===== src/rtl/sseg_scan_rx_if.sv =====
// Seven-segment scan bus (an/seg/dp, active-low) plus the decoded-frame results seen by the receiver.
// Master drives the scanned lines and observes the frame; slave is the receiver.
interface sseg_scan_rx_if;
  logic [3:0]  an;
  logic [6:0]  seg;
  logic        dp;
  logic [15:0] digits;
  logic [3:0]  dps;
  logic [3:0]  blank;
  logic [3:0]  bad;
  logic        frame_valid;
  logic        idle;

  modport master (
    output an, seg, dp,
    input  digits, dps, blank, bad, frame_valid, idle
  );

  modport slave (
    input  an, seg, dp,
    output digits, dps, blank, bad, frame_valid, idle
  );
endinterface


===== src/rtl/sseg_scan_rx.sv =====
// Passive receiver for a 4-digit multiplexed seven-segment bus: samples settled digits, decodes to hex, reassembles frames.
// Sample-to-frame output latency 1 cycle; no backpressure, the bus is only observed.
module sseg_scan_rx #(
  parameter int SETTLE  = 4,
  parameter int TIMEOUT = 1_000_000
) (
  input logic           clk,
  input logic           rst_n,
  sseg_scan_rx_if.slave bus
);

  localparam int CW = $clog2(SETTLE + 1);
  localparam int IW = $clog2(TIMEOUT + 1);
  localparam logic [CW-1:0] SETTLE_C  = CW'(SETTLE);
  localparam logic [IW-1:0] TIMEOUT_C = IW'(TIMEOUT);

  typedef enum logic [1:0] {ST_GAP, ST_SETTLING, ST_HOLD} state_e;

  typedef struct packed {
    logic       bad;
    logic       blank;
    logic [3:0] nib;
  } dec_t;

  // Input is the active-high gfedcba pattern.
  function automatic dec_t decode(input logic [6:0] seg_h);
    dec_t r;
    r.bad   = 1'b0;
    r.blank = 1'b0;
    r.nib   = 4'h0;
    case (seg_h)
      7'h3F: r.nib = 4'h0;
      7'h06: r.nib = 4'h1;
      7'h5B: r.nib = 4'h2;
      7'h4F: r.nib = 4'h3;
      7'h66: r.nib = 4'h4;
      7'h6D: r.nib = 4'h5;
      7'h7D: r.nib = 4'h6;
      7'h07: r.nib = 4'h7;
      7'h7F: r.nib = 4'h8;
      7'h6F: r.nib = 4'h9;
      7'h77: r.nib = 4'hA;
      7'h7C: r.nib = 4'hB;
      7'h39: r.nib = 4'hC;
      7'h5E: r.nib = 4'hD;
      7'h79: r.nib = 4'hE;
      7'h71: r.nib = 4'hF;
      7'h00: r.blank = 1'b1;
      default: r.bad = 1'b1;
    endcase
    return r;
  endfunction

  state_e          state_q, state_d;
  logic [CW-1:0]   cnt_q, cnt_d;
  logic [11:0]     prev_q, prev_d;
  logic [3:0]      mask_q, mask_d;
  logic [3:0]      coll_q, coll_d;
  logic [3:0][3:0] sh_nib_q, sh_nib_d;
  logic [3:0]      sh_dp_q, sh_dp_d;
  logic [3:0]      sh_blank_q, sh_blank_d;
  logic [3:0]      sh_bad_q, sh_bad_d;
  logic [IW-1:0]   idle_cnt_q, idle_cnt_d;
  logic [15:0]     digits_q, digits_d;
  logic [3:0]      dps_q, dps_d;
  logic [3:0]      blank_q, blank_d;
  logic [3:0]      bad_q, bad_d;
  logic            frame_valid_q, frame_valid_d;
  logic            idle_q, idle_d;

  logic [11:0]     cur;
  logic [3:0]      an_low;
  logic            is_gap;
  logic            is_onehot;
  logic            changed;
  logic [1:0]      idx;
  logic [CW-1:0]   cnt_next;
  logic            sample;
  dec_t            dec;

  assign cur       = {bus.an, bus.seg, bus.dp};
  assign an_low    = ~bus.an;
  assign is_gap    = (an_low == 4'h0);
  assign is_onehot = $onehot(an_low);
  assign changed   = (cur != prev_q);
  assign dec       = decode(~bus.seg);

  always_comb begin
    idx = 2'd0;
    for (int i = 0; i < 4; i++) begin
      if (an_low[i]) idx = 2'(i);
    end
  end

  always_comb begin
    state_d       = state_q;
    cnt_d         = cnt_q;
    prev_d        = cur;
    mask_d        = mask_q;
    coll_d        = coll_q;
    sh_nib_d      = sh_nib_q;
    sh_dp_d       = sh_dp_q;
    sh_blank_d    = sh_blank_q;
    sh_bad_d      = sh_bad_q;
    idle_cnt_d    = idle_cnt_q;
    digits_d      = digits_q;
    dps_d         = dps_q;
    blank_d       = blank_q;
    bad_d         = bad_q;
    frame_valid_d = 1'b0;
    sample        = 1'b0;

    // First cycle of a new value counts as 1, so a sample lands on its SETTLE-th cycle.
    cnt_next = ((state_q == ST_GAP) || changed) ? CW'(1) : cnt_q + CW'(1);

    if (is_gap) begin
      state_d = ST_GAP;
      cnt_d   = '0;
    end else if (!is_onehot) begin
      state_d = ST_GAP;
      cnt_d   = '0;
      coll_d  = coll_q | an_low;
    end else if ((state_q == ST_HOLD) && !changed) begin
      state_d = ST_HOLD;
    end else begin
      cnt_d = cnt_next;
      if (cnt_next == SETTLE_C) begin
        sample  = 1'b1;
        state_d = ST_HOLD;
      end else begin
        state_d = ST_SETTLING;
      end
    end

    if (sample) begin
      sh_nib_d[idx]   = dec.nib;
      sh_dp_d[idx]    = ~bus.dp;
      sh_blank_d[idx] = dec.blank;
      sh_bad_d[idx]   = dec.bad;
      mask_d[idx]     = 1'b1;
    end

    if (sample) begin
      idle_cnt_d = '0;
    end else if (idle_cnt_q != TIMEOUT_C) begin
      idle_cnt_d = idle_cnt_q + IW'(1);
    end

    // A long silence abandons the partial frame; the last published frame stays visible.
    if (!sample && (idle_cnt_d == TIMEOUT_C)) begin
      mask_d = 4'h0;
      coll_d = 4'h0;
    end
    idle_d = (idle_cnt_d == TIMEOUT_C);

    if (sample && (mask_d == 4'hF)) begin
      digits_d      = sh_nib_d;
      dps_d         = sh_dp_d;
      blank_d       = sh_blank_d;
      bad_d         = sh_bad_d | coll_d;
      frame_valid_d = 1'b1;
      mask_d        = 4'h0;
      coll_d        = 4'h0;
    end
  end

  always_ff @(posedge clk) begin
    if (!rst_n) begin
      state_q       <= ST_GAP;
      cnt_q         <= '0;
      prev_q        <= '0;
      mask_q        <= '0;
      coll_q        <= '0;
      sh_nib_q      <= '0;
      sh_dp_q       <= '0;
      sh_blank_q    <= '0;
      sh_bad_q      <= '0;
      idle_cnt_q    <= '0;
      digits_q      <= '0;
      dps_q         <= '0;
      blank_q       <= '0;
      bad_q         <= '0;
      frame_valid_q <= 1'b0;
      idle_q        <= 1'b0;
    end else begin
      state_q       <= state_d;
      cnt_q         <= cnt_d;
      prev_q        <= prev_d;
      mask_q        <= mask_d;
      coll_q        <= coll_d;
      sh_nib_q      <= sh_nib_d;
      sh_dp_q       <= sh_dp_d;
      sh_blank_q    <= sh_blank_d;
      sh_bad_q      <= sh_bad_d;
      idle_cnt_q    <= idle_cnt_d;
      digits_q      <= digits_d;
      dps_q         <= dps_d;
      blank_q       <= blank_d;
      bad_q         <= bad_d;
      frame_valid_q <= frame_valid_d;
      idle_q        <= idle_d;
    end
  end

  assign bus.digits      = digits_q;
  assign bus.dps         = dps_q;
  assign bus.blank       = blank_q;
  assign bus.bad         = bad_q;
  assign bus.frame_valid = frame_valid_q;
  assign bus.idle        = idle_q;

endmodule


===== src/flat_wrapper.sv =====
// flat-port wrapper written by rule: the top's interface ports become plain ports
module sseg_scan_rx_flat 
#(
  parameter int SETTLE  = 4,
  parameter int TIMEOUT = 1_000_000
)
  (clk, rst_n, bus_an, bus_seg, bus_dp, bus_digits, bus_dps, bus_blank, bus_bad, bus_frame_valid, bus_idle);
  sseg_scan_rx_if bus_i ();
  input logic clk;
  input logic rst_n;
  input wire logic [$bits(bus_i.an)-1:0] bus_an;
  input wire logic [$bits(bus_i.seg)-1:0] bus_seg;
  input wire logic [$bits(bus_i.dp)-1:0] bus_dp;
  output wire logic [$bits(bus_i.digits)-1:0] bus_digits;
  output wire logic [$bits(bus_i.dps)-1:0] bus_dps;
  output wire logic [$bits(bus_i.blank)-1:0] bus_blank;
  output wire logic [$bits(bus_i.bad)-1:0] bus_bad;
  output wire logic [$bits(bus_i.frame_valid)-1:0] bus_frame_valid;
  output wire logic [$bits(bus_i.idle)-1:0] bus_idle;
  assign bus_i.an = bus_an;
  assign bus_i.seg = bus_seg;
  assign bus_i.dp = bus_dp;
  assign bus_digits = bus_i.digits;
  assign bus_dps = bus_i.dps;
  assign bus_blank = bus_i.blank;
  assign bus_bad = bus_i.bad;
  assign bus_frame_valid = bus_i.frame_valid;
  assign bus_idle = bus_i.idle;
  sseg_scan_rx #(.SETTLE(SETTLE), .TIMEOUT(TIMEOUT)) u_core (.clk(clk), .rst_n(rst_n), .bus(bus_i));
endmodule

===== config.mk =====
export PLATFORM = sky130hd
export DESIGN_NAME = sseg_scan_rx_flat
export DESIGN_NICKNAME = d
export VERILOG_FILES = /design/src/rtl/sseg_scan_rx_if.sv /design/src/rtl/sseg_scan_rx.sv /design/src/flat_wrapper.sv
export SDC_FILE = /design/constraint.sdc
export NUM_CORES = 1
export LEC_CHECK = 0
export BUFFER_PORTS_ARGS = -buffer_cell sky130_fd_sc_hd__buf_2
export CORE_ASPECT_RATIO = 0.5
export CORE_MARGIN = 4
export CORE_UTILIZATION = 26
export CTS_CLUSTER_DIAMETER = 80
export DETAILED_ROUTE_END_ITERATION = 8
export GPL_TIMING_DRIVEN = 0
export PLACE_DENSITY = 0.44
export SYNTH_ARGS = -nofsm -noshare
export SYNTH_HDL_FRONTEND = slang
export SYNTH_SLANG_ARGS = --single-unit

===== constraint.sdc =====
create_clock -name clk -period 5.18 [get_ports clk]
set_clock_uncertainty 0.2 [all_clocks]
set_input_delay 0.518 -clock clk [delete_from_list [all_inputs] [get_ports clk]]
set_output_delay 0.518 -clock clk [all_outputs]
set_load 0.03 [all_outputs]

==> summary.md <==
| Metric | Value |
|---|---|
| Critical Path Start | bus_an[3] |
| ANT nets after route | 0 |
| Setup violations, final | 0 |
| Hold_buf cts | 0 |
| Gr usage total | 0.125 |
| Post-synth EDFFs | 0 |
| GRT overflow | 0 |
| RSZ-0062 raised after global routing | no |
| Synth warn | 0 |
| Sequential cell area fraction in the yosys report | 0.432 |
| CP Class | in -> reg |
| Pwr Density | about 290 nW/um^2 |
| Lkg Pwr | 2.24 nW |
| Max_slew headroom | 0.370 |
| Maximum root-to-sink buffer count | 2 |
| Commonest cells after routing, fill and taps aside | dfxtp_1 (103), nor2_1 (69), buf_2 (50), nand3_1 (39), a21oi_1 (27) |
| TritonRoute pass-1 iters | 4 |
| Status | finished clean |
| Post-synth ARST share | 0 |
| Worst-Margin Slew | between 0.9 and 1 ns |
| Peak VDD IR | 0.166 mV |
| Min-Delay Path Class | reg -> reg |
| Layout cell share with drive strength beyond 1 | 0.150 |
| Initial antenna violation count | 0 |
| Routed vias | around 3.9k |
| F_max | 0.240 GHz |
| Nets@finish | 613 |
| Slew Viols, Final | 0 |
| Initial core utilization | 0.270 |
| Worst setup SP type | primary input |
| Commonest non-fill, non-tap cell in the layout | dfxtp_1 |
| Io pins | 44 |
| CP most frequent cell | ha_1 |
| CP arrival | around 4.2 ns |
| Final Hold Viols | 0 |
| Routed WL | roughly 13000 um |
| Worst r2r src | u_core.cnt_q[0]$_SDFFE_PP0N_ |
| Cell variety after synth | 64 |
| Die height | a little over 100 um |
| Routed WL per cell | 15.2 um |
| # Post-CTS Setup Buffers | 0 |
| FP Rows | 34 |
| Clk root buf | clkbuf_16 |
| Core area | between 15000 and 20000 um^2 |
| Hold Startpoint | u_core.coll_q[0]$_SDFF_PP0_ |
| Prevailing post-synth register cell | dfxtp_1 |
| PortBufs | 39 |
| Final cell count without fillers | 828 |
| CTS Buf Count | 9 |
| Inst Count DP | 812 |
| Synthesized Nets | about 560 |
| Clock period minus worst slack | approximately 4.2 ns |
| H-tree depth | 3 |
| Setup TNS | 0 ns |
| Critical path's top delay family | simple AND/OR/NAND/NOR gates |
| Crit-path cells | buf_2 -> inv_1 -> ha_1 -> ha_1 -> fa_1 -> nor3b_1 -> nand4_1 -> nor4_1 -> and3_1 -> clkbuf_1 -> mux2i_1 -> a31oi_1 |
| Layout area overhead | 16.6% |
| CP peak stage delay | ~0.74 ns |
| Routability cong. | around 0.79 |
| Worst setup EP type | register |
| Synth Instances | 539 |
| Slowest-stage cell, CP | nor4_1 |
| Pin count of the biggest net entering global routing | 22 |
| Fin crit share | 0.805 |
| Die Width | roughly 200 um |
| WP buf/inv | 3 |
| CP required | around 5.2 ns |
| Clock transition at path regs | 0.07 ns |
| Sinks on the clock net | roughly 100 |
| First-pass GRT wire length | approximately 21000 um |
| Mean Syn Cell Area | ~8.9 um^2 |
| Antenna diodes | 0 |
| Maximum Capacitance Violations | 0 |
| Fillcell total | 1903 |
| TritonCTS clock tree | yes |
| Cts repair resizes | 0 |
| Clk Latency, worst-skew pair | about 0.35 ns |
| Iter 0 DRT Violations | about 270 |
| Maximum net fanout on the critical path | 7 |
| Vias in the first global route | between 3k and 4k |
| Mapped cell area | between 4000 and 5000 um^2 |
| Die area | 20700 um^2 |
| Post-route cell area | between 5000 and 6000 um^2 |
| Via density per instance | about 4.7 |
| Synthesized flop and latch total | approximately 100 |
| Detailed-placement wirelength estimate | 9240 um |
| Area after DPL | 5260 um^2 |
| Residual DRC | 0 |
[synthesized netlist by cell type, drive strengths merged, types with 2 or more instances]
| library cell | count | share of area |
|---|---|---|
| nand3 | 39 | 0.041 |
| or2 | 4 | 0.0052 |
| nand4 | 12 | 0.017 |
| or3 | 3 | 0.0039 |
| o31ai | 14 | 0.022 |
| a21oi | 27 | 0.028 |
| or4b | 2 | 0.0058 |
| o41ai | 2 | 0.0037 |
| a2111oi | 2 | 0.0050 |
| ha | 9 | 0.024 |
| a31oi | 8 | 0.010 |
| nor3b | 4 | 0.0063 |
| nand2b | 5 | 0.0066 |
| o21ai | 22 | 0.023 |
| inv | 16 | 0.013 |
| and2 | 13 | 0.017 |
| nand2 | 24 | 0.019 |
| nor2b | 2 | 0.0026 |
| nor4b | 3 | 0.0055 |
| nand3b | 3 | 0.0055 |
| buf | 14 | 0.014 |
| xnor2 | 18 | 0.033 |
| a21o | 8 | 0.013 |
| and3 | 13 | 0.017 |
| nor2 | 69 | 0.054 |
| and4 | 2 | 0.0037 |
| or4 | 3 | 0.0063 |
| clkbuf | 20 | 0.016 |
| nor4 | 9 | 0.018 |
| nor3 | 8 | 0.011 |
| mux2i | 20 | 0.042 |
| dfxtp | 103 | 0.43 |
| o211ai | 2 | 0.0060 |
| and3b | 2 | 0.0037 |
| xor2 | 14 | 0.026 |
| a211oi | 5 | 0.011 |
| o21ba | 2 | 0.0042 |
[through the flow]
stage	power, mW	setup WS, ns	hold WS (ns)	utilization
6_report	1.62	1.01	0.260	0.315
5_1_grt	1.69	0.695	0.286	0.315
4_1_cts	1.65	1.02	0.267	0.315
3_5_place_dp	0.946	0.657	0.248	0.297
3_3_place_gp	0.945	0.719	0.247	0.297
2_1_floorplan	0.910	1.76	0.224	-
[power by group]
| part | switching [mW] | internal (mW) | leakage, nW |
|---|---|---|---|
| logic | 0.0747 | 0.0404 | 1.26 |
| clock network | 0.350 | 0.346 | 0.150 |
| registers | 0.00764 | 0.803 | 0.835 |
[state kept, by name (all words and copies together), names as in the netlist]
register / count
u_core.sh_bad_q: 4
u_core.prev_q: 12
u_core.mask_q: 4
u_core.bus.bad: 4
u_core.cnt_q: 3
u_core.bus.blank: 4
u_core.bus.digits: 16
u_core.bus.dps: 4
u_core.sh_nib_q: 16
u_core.bus.frame_valid: 1
u_core.bus.idle: 1
u_core.coll_q: 4
u_core.sh_blank_q: 4
u_core.state_q: 2
u_core.idle_cnt_q: 20
u_core.sh_dp_q: 4
[area by class of cell]
type | count | area [um^2] | area share
multi-input combinational | 386 | 2510 | 0.450
buffer | 34 | 143 | 0.0256
clock buffer | 9 | 225 | 0.0405
sequential | 103 | 2060 | 0.370
inverter | 16 | 60.1 | 0.0108
timing repair buffer | 39 | 195 | 0.0351
clock inverter | 7 | 81.3 | 0.0146
tap | 234 | 293 | 0.0526
[final timing paths]
check,slack (ns),endpoint,cells after the start
min reg2reg,0.26,u_core.coll_q[0]$_SDFF_PP0_,2
max reg2reg,1.93,u_core.bus.bad[1]$_SDFFE_PN0P_,8
min,0.26,u_core.coll_q[0]$_SDFF_PP0_,2
max,1.01,u_core.bus.bad[1]$_SDFFE_PN0P_,12
[layer usage]
metal	part of all wire	vias up	GRT usage
li1	-	2006	-
met1	0.50	1838	0.174
met2	0.46	42	0.197
met3	0.034	6	0.0282
met4	0.0099	0	0.0300
met5	0	-	0
[worst reg2reg max path, stage by stage (launching register included)]
cell	delay (ns)
dfxtp_1	0.34
ha_1	0.30
and3b_1	0.29
nand4_1	0.14
nor4_1	0.74
and3_1	0.31
clkbuf_1	0.22
mux2i_1	0.45
a31oi_1	0.14
[logic make-up after synthesis]
| family | share of synthesized area |
|---|---|
| buffers and inverters | 0.0425 |
| AND/OR/NAND/NOR | 0.255 |
| adder cells (fa/ha/maj) | 0.0278 |
| XOR/XNOR | 0.0587 |
| flip-flops | 0.432 |
| AO/OA/AOI/OAI | 0.142 |
| multiplexers | 0.0420 |
Power figures use the tool's default switching activity.
